<file path="src/rtl/cmos_half_adder_reg.sv">
// cmos_half_adder_reg: WIDTH-bit bitwise half-adder with a registered result and valid flag.
//
// Each bit slice computes sum = a ^ b and carry = a & b independently; there is no carry
// propagation between slices. The result is captured one cycle after in_valid.
//
// Build option:
//   SWITCH_LEVEL_EN  defined   -> combinational core is a transistor-level CMOS network built
//                                 from nmos/pmos switch primitives (gate/switch-level sim).
//                    undefined -> core uses behavioural ^ and & (synthesis, fast sim).
//   Ports, latency, reset and valid behaviour are identical in both builds.
//
// Parameters:
//   WIDTH      number of independent bit slices (1..32)
//
// Ports:
//   clk        rising-edge clock
//   rst        synchronous reset, active-high; has priority over in_valid
//   in_valid   qualifies a and b this cycle
//   a, b       operands
//   sum        registered per-bit a ^ b
//   carry      registered per-bit a & b
//   out_valid  high for one cycle when sum/carry hold a new result

module cmos_half_adder_reg #(
  parameter int unsigned WIDTH = 4
) (
  input  logic             clk,
  input  logic             rst,
  input  logic             in_valid,
  input  logic [WIDTH-1:0] a,
  input  logic [WIDTH-1:0] b,
  output logic [WIDTH-1:0] sum,
  output logic [WIDTH-1:0] carry,
  output logic             out_valid
);

  logic [WIDTH-1:0] sum_d;
  logic [WIDTH-1:0] carry_d;

`ifdef SWITCH_LEVEL_EN

  supply1 vdd;
  supply0 gnd;

  for (genvar i = 0; i < WIDTH; i++) begin : g_slice
    wire nand_ab, nand_ab_mid;   // NAND2(a,b)
    wire and_ab;                 // AND2(a,b), shared with carry
    wire nor_ab, nor_ab_mid;     // NOR2(a,b)
    wire or_ab;                  // OR2(a,b)
    wire nand_n;                 // INV(AND2(a,b))
    wire nand_x, nand_x_mid;     // NAND2(or_ab, nand_n)
    wire xor_ab;                 // AND2(or_ab, nand_n) = a ^ b

    // NAND2(a,b): parallel pull-ups, series pull-downs
    pmos p_nand_a (nand_ab, vdd, a[i]);
    pmos p_nand_b (nand_ab, vdd, b[i]);
    nmos n_nand_a (nand_ab, nand_ab_mid, a[i]);
    nmos n_nand_b (nand_ab_mid, gnd, b[i]);

    // INV -> AND2(a,b)
    pmos p_and (and_ab, vdd, nand_ab);
    nmos n_and (and_ab, gnd, nand_ab);

    // NOR2(a,b): series pull-ups, parallel pull-downs
    pmos p_nor_a (nor_ab_mid, vdd, a[i]);
    pmos p_nor_b (nor_ab, nor_ab_mid, b[i]);
    nmos n_nor_a (nor_ab, gnd, a[i]);
    nmos n_nor_b (nor_ab, gnd, b[i]);

    // INV -> OR2(a,b)
    pmos p_or (or_ab, vdd, nor_ab);
    nmos n_or (or_ab, gnd, nor_ab);

    // INV(AND2(a,b))
    pmos p_ninv (nand_n, vdd, and_ab);
    nmos n_ninv (nand_n, gnd, and_ab);

    // NAND2(or_ab, nand_n)
    pmos p_xn_a (nand_x, vdd, or_ab);
    pmos p_xn_b (nand_x, vdd, nand_n);
    nmos n_xn_a (nand_x, nand_x_mid, or_ab);
    nmos n_xn_b (nand_x_mid, gnd, nand_n);

    // INV -> XOR2
    pmos p_xor (xor_ab, vdd, nand_x);
    nmos n_xor (xor_ab, gnd, nand_x);

    assign sum_d[i]   = xor_ab;
    assign carry_d[i] = and_ab;
  end

`else

  assign sum_d   = a ^ b;
  assign carry_d = a & b;

`endif

  logic [WIDTH-1:0] sum_q;
  logic [WIDTH-1:0] carry_q;
  logic             out_valid_q;

  always_ff @(posedge clk) begin
    if (rst) begin
      sum_q       <= '0;
      carry_q     <= '0;
      out_valid_q <= 1'b0;
    end else if (in_valid) begin
      sum_q       <= sum_d;
      carry_q     <= carry_d;
      out_valid_q <= 1'b1;
    end else begin
      out_valid_q <= 1'b0;
    end
  end

  assign sum       = sum_q;
  assign carry     = carry_q;
  assign out_valid = out_valid_q;

endmodule

</file>
<file path="config.mk">
export PLATFORM = sky130hd
export DESIGN_NAME = cmos_half_adder_reg
export DESIGN_NICKNAME = d
export VERILOG_FILES = /design/src/rtl/cmos_half_adder_reg.sv
export SDC_FILE = /design/constraint.sdc
export NUM_CORES = 1
export LEC_CHECK = 0
export CORE_AREA = 3 3 40 42
export CTS_BUF_LIST = sky130_fd_sc_hd__clkbuf_4
export DETAILED_ROUTE_END_ITERATION = 8
export DIE_AREA = 0 0 43 45
export PLACE_DENSITY_LB_ADDON = 0.15
export SETUP_SLACK_MARGIN = 0.2
export SYNTH_ARGS = -nofsm -noshare
export SYNTH_HDL_FRONTEND = slang
export SYNTH_SLANG_ARGS = --single-unit
</file>
<file path="constraint.sdc">
create_clock -name clk -period 0.8 [get_ports clk]
set_input_delay 0.16 -clock clk [delete_from_list [all_inputs] [get_ports clk]]
set_output_delay 0.16 -clock clk [all_outputs]
set_load 0.01 [all_outputs]
</file>
# ---- After elaboration in Yosys (flattened, before gate mapping)
# Index checks and enable logic that the tools add are counted.
dict set report word_totals {
  elab_cells 6
  output_inout_bits 9
  in_bits 11
  regBits 9
}
dict set report op_classes {
  n_mux 1
  bitwise 2
}
# cell count
set op_table {}
lappend op_table {{bitwise AND 4 bit} 1}
lappend op_table {{bitwise XOR 4 bit} 1}
lappend op_table {{two-way mux 1 bit} 1}

# ---- Logic depth before layout (Yosys ltp)
dict set report depth {
  word_depth 1
  mapped_depth 3
  mapped_depth_nobuf 3
}

# ---- Least setup slack after synthesis
# Ideal clock, no wire load.
dict set report synth_path {
  path_type {input to register}
  from {input a[0]}
  to {register sum_q[0] (netlist: sum[0])}
  path_slack_ns 0.098
  n_path_buf 0
  t_required_ns 0.683
  t_arrival_ns 0.585
  cell_stages 3
  setup_time_ns 0.117
  cell_sequence {ha_1 mux2i_1 nor2_1}
}
dict set report synth_between {
  elab_chain_len 1
}
# element line
set synth_lines {}
lappend synth_lines {{from (decl)} 30} ;# input logic [WIDTH-1:0] a,
lappend synth_lines {{bitwise XOR 4 bit} 94} ;# assign sum_d = a ^ b;
lappend synth_lines {{to (signal assigned)} 109} ;# sum_q <= sum_d;
lappend synth_lines {{to (decl)} 99} ;# logic [WIDTH-1:0] sum_q;
# No other way between the ends.
# A chain may end at the register's enable or synchronous reset.

# ---- Worst setup path in the final report
dict set report layout_path {
  from {register carry_q[0] (netlist: carry[0])}
  to {output carry[0]}
}
# element line
set layout_rtl {}
lappend layout_rtl {{from (decl)} 100} ;# logic [WIDTH-1:0] carry_q;
lappend layout_rtl {{from (signal assigned)} 110} ;# carry_q <= carry_d;
lappend layout_rtl {{to (decl)} 33} ;# output logic [WIDTH-1:0] carry,
# No word-level cell between the ends.

==> impl_metrics.env <==
export IMPL_slew_limit_headroom_pct=90.86
export IMPL_crit_path_end="carry[0]"
export IMPL_r2r_slack_ns=0
export IMPL_power_switching_uw=254.8
export IMPL_r2r_start="sum[3]"
export IMPL_maxCapViolations=0
export IMPL_grt_usage_pct=11.30
export IMPL_rows=13
export IMPL_wl_per_cell_um=11.87
export IMPL_ys_seq_area_share_pct=49.66
export IMPL_ant_nets=0
export IMPL_slowest_delay_ns=0.33
export IMPL_finalHoldViolCount=0
export IMPL_end_kind="primary output"
export IMPL_swShare_pct=22.93
export IMPL_die_w_um=43
export IMPL_path_depth=1
export IMPL_tns_ns=-0.4603
export IMPL_p_leak_uw=0.0003389
export IMPL_dr_pass1_iters=4
export IMPL_cts_tree="yes"
export IMPL_drc=0
export IMPL_grt_pass1_wl_um=1497
export IMPL_vias=334
export IMPL_drive_gt1_share_pct=62.30
export IMPL_root_buffer="clkbuf_4"
export IMPL_synth_nets=47
export IMPL_start_util_pct=28.24
export IMPL_portBuffers=19
export IMPL_crit_arrival_ns=0.70
export IMPL_wl_um=902
export IMPL_antenna_found_initial=0
export IMPL_setup_viol=10
export IMPL_final_cell_mix="buf_6 (15), dfxtp_2 (9), mux2i_1 (8), nor2_1 (8)"
export IMPL_area_growth_pct=101.0
export IMPL_worst_slew_pin_slew_ns=0.1332
export IMPL_worstHoldPathType="in2reg"
export IMPL_clock_latency_ns=0.26
export IMPL_slowest_stage="dfxtp_2"
export IMPL_clockBufferDepth=2
export IMPL_p_comb_share_pct=21.3
export IMPL_dp_hpwl_um=690.5
export IMPL_overflow=0
export IMPL_cp_top_family="flip-flops"
export IMPL_final_common_cell="buf_6"
export IMPL_cts_sinks=9
export IMPL_first_iter_violations=1
export IMPL_fmax_ghz=1.166
export IMPL_fp_coreArea_um2=1285
export IMPL_crit_buf_inv=1
export IMPL_syn_area_um2=362.8
export IMPL_vias_per_cell=4.395
export IMPL_rsz0062_at_grt="true"
export IMPL_grt_max_degree=6
export IMPL_final_cells=76
export IMPL_synthDistinctLibCells=7
export IMPL_worstSetupPathType="reg2out"
export IMPL_skew_ns=0
export IMPL_ctsHoldBuffers=0
export IMPL_worst_ep_required_time_ns=0.64
export IMPL_setup_ws_ns=-0.05736
export IMPL_netlist_instances=32
export IMPL_ys_ff_latch=9
export IMPL_outcome="finished with violations"
export IMPL_fp_dieH_um=45
export IMPL_p_per_area_nw_per_um2=1523
export IMPL_antenna_cells=0
export IMPL_power_clock_fraction_pct=33.9
export IMPL_slew_violations=0
export IMPL_p_int_uw=856.1
export IMPL_nNetsFinal=77
export IMPL_yosys_warnings=0
export IMPL_startpoint_type="flip-flop"
export IMPL_clkTransAtPathRegs_ns=0.06
export IMPL_crit_start="carry[0]"
export IMPL_violations="negative setup slack"
export IMPL_period_needed_ns=0.8574
export IMPL_synth_top_area_share_pct=49.66
export IMPL_routabilityCongestion=0.6956
export IMPL_rr_worst_depth=4
export IMPL_ir_drop_uv=897.8
export IMPL_path_cells="buf_6"
export IMPL_synth_largest_area_cell="dfxtp_1"
export IMPL_numCtsBuffers=3
export IMPL_min_period_over_period_pct=107.2
export IMPL_r2r_end="sum[3]"
export IMPL_dp_cells=68
export IMPL_cp_max_fo=2
export IMPL_fp_dieArea_um2=1935
export IMPL_dp_slack_ns=-0.3982
export IMPL_avgSynthCellArea_um2=11.34
export IMPL_pin_count=20
export IMPL_synthTopCellsByArea="dfxtp_1 (50%), mux2i_1 (22%), ha_1 (14%)"
export IMPL_grt_pass1_vias=332
export IMPL_pwr_share_seq_pct=44.8
export IMPL_cts_max_level=1
export IMPL_fill_cells=116
## sequential cells by signal, indices dropped and copies added, names as in the netlist
register and cells:
out_valid 1, carry 4, sum 4
## through the flow
stage	total power (uW)	hold WS, ns	util (%)	cell area (um2)
after CTS	1126	0.2860	55.11	708.2
after floorplan	584.8	0.4067	-	416.7
after global placement	709.3	0.4709	49.46	635.6
after detailed placement	719.0	0.4868	49.46	635.6
final	1111	0.2770	56.77	729.5
after global routing	1201	0.2747	56.77	729.5
## worst min-delay path: stages
cell,delay [ns]
clkbuf_2,0.11
buf_6,0.12
nor2b_1,0.11
## worst min-delay path by stage
stage | slack, ns | to | cells after the start | startpoint
finish | 0.28 | out_valid | 3 | in_valid
global route | 0.27 | out_valid | 3 | in_valid
CTS | 0.29 | sum[0] | 4 | a[0]
detailed placement | 0.49 | carry[1] | 2 | carry[1]
global placement | 0.47 | carry[0] | 2 | carry[0]
floorplan | 0.41 | carry[0] | 3 | b[0]
## kinds of logic after synthesis
kind of cell | share of synthesized area (%)
adder cells (fa/ha/maj) | 13.79
flip-flops | 49.65
AND/OR/NAND/NOR | 10.00
buffers and inverters | 4.481
multiplexers | 22.07
## repair_timing
item	4_1_cts	5_1_grt
pin swaps	4	3
setup endpoints to repair	18	17
buffers inserted	2	2
cloned	0	0
resized for setup	78	4
## routing by layer
| metal | vias to the layer above | global-route usage, % | share of wire, % |
|---|---|---|---|
| met5 | - | 0 | 0 |
| met4 | 0 | 3.614 | 0 |
| met3 | 0 | 8.765 | 11 |
| met2 | 17 | 19.16 | 51 |
| met1 | 153 | 10.51 | 38 |
| li1 | 164 | - | - |
## Yosys cell counts
cell type,instances
buf_6,1
ha_1,4
nor2b_1,1
dfxtp_1,9
nor2_1,8
clkbuf_2,1
mux2i_1,8
## final cells by class
type | count | area [um2] | share of cell area, %
sequential | 9 | 191.4 | 26.24
tap | 15 | 18.77 | 2.573
multi-input combinational | 21 | 216.5 | 29.67
clock buffer | 4 | 30.03 | 4.117
timing repair buffer | 27 | 272.8 | 37.39
## power groups by stage
| stage | Sequential, uW | Combinational (uW) | Clock [uW] |
|---|---|---|---|
| after detailed placement | 497 | 222 | 0 |
| after CTS | 497 | 228 | 402 |
| after global routing | 500 | 260 | 440 |
| after floorplan | 509 | 76.1 | 0 |
| after global placement | 495 | 214 | 0 |
| final | 498 | 237 | 376 |
Power figures use the tool's default switching activity.
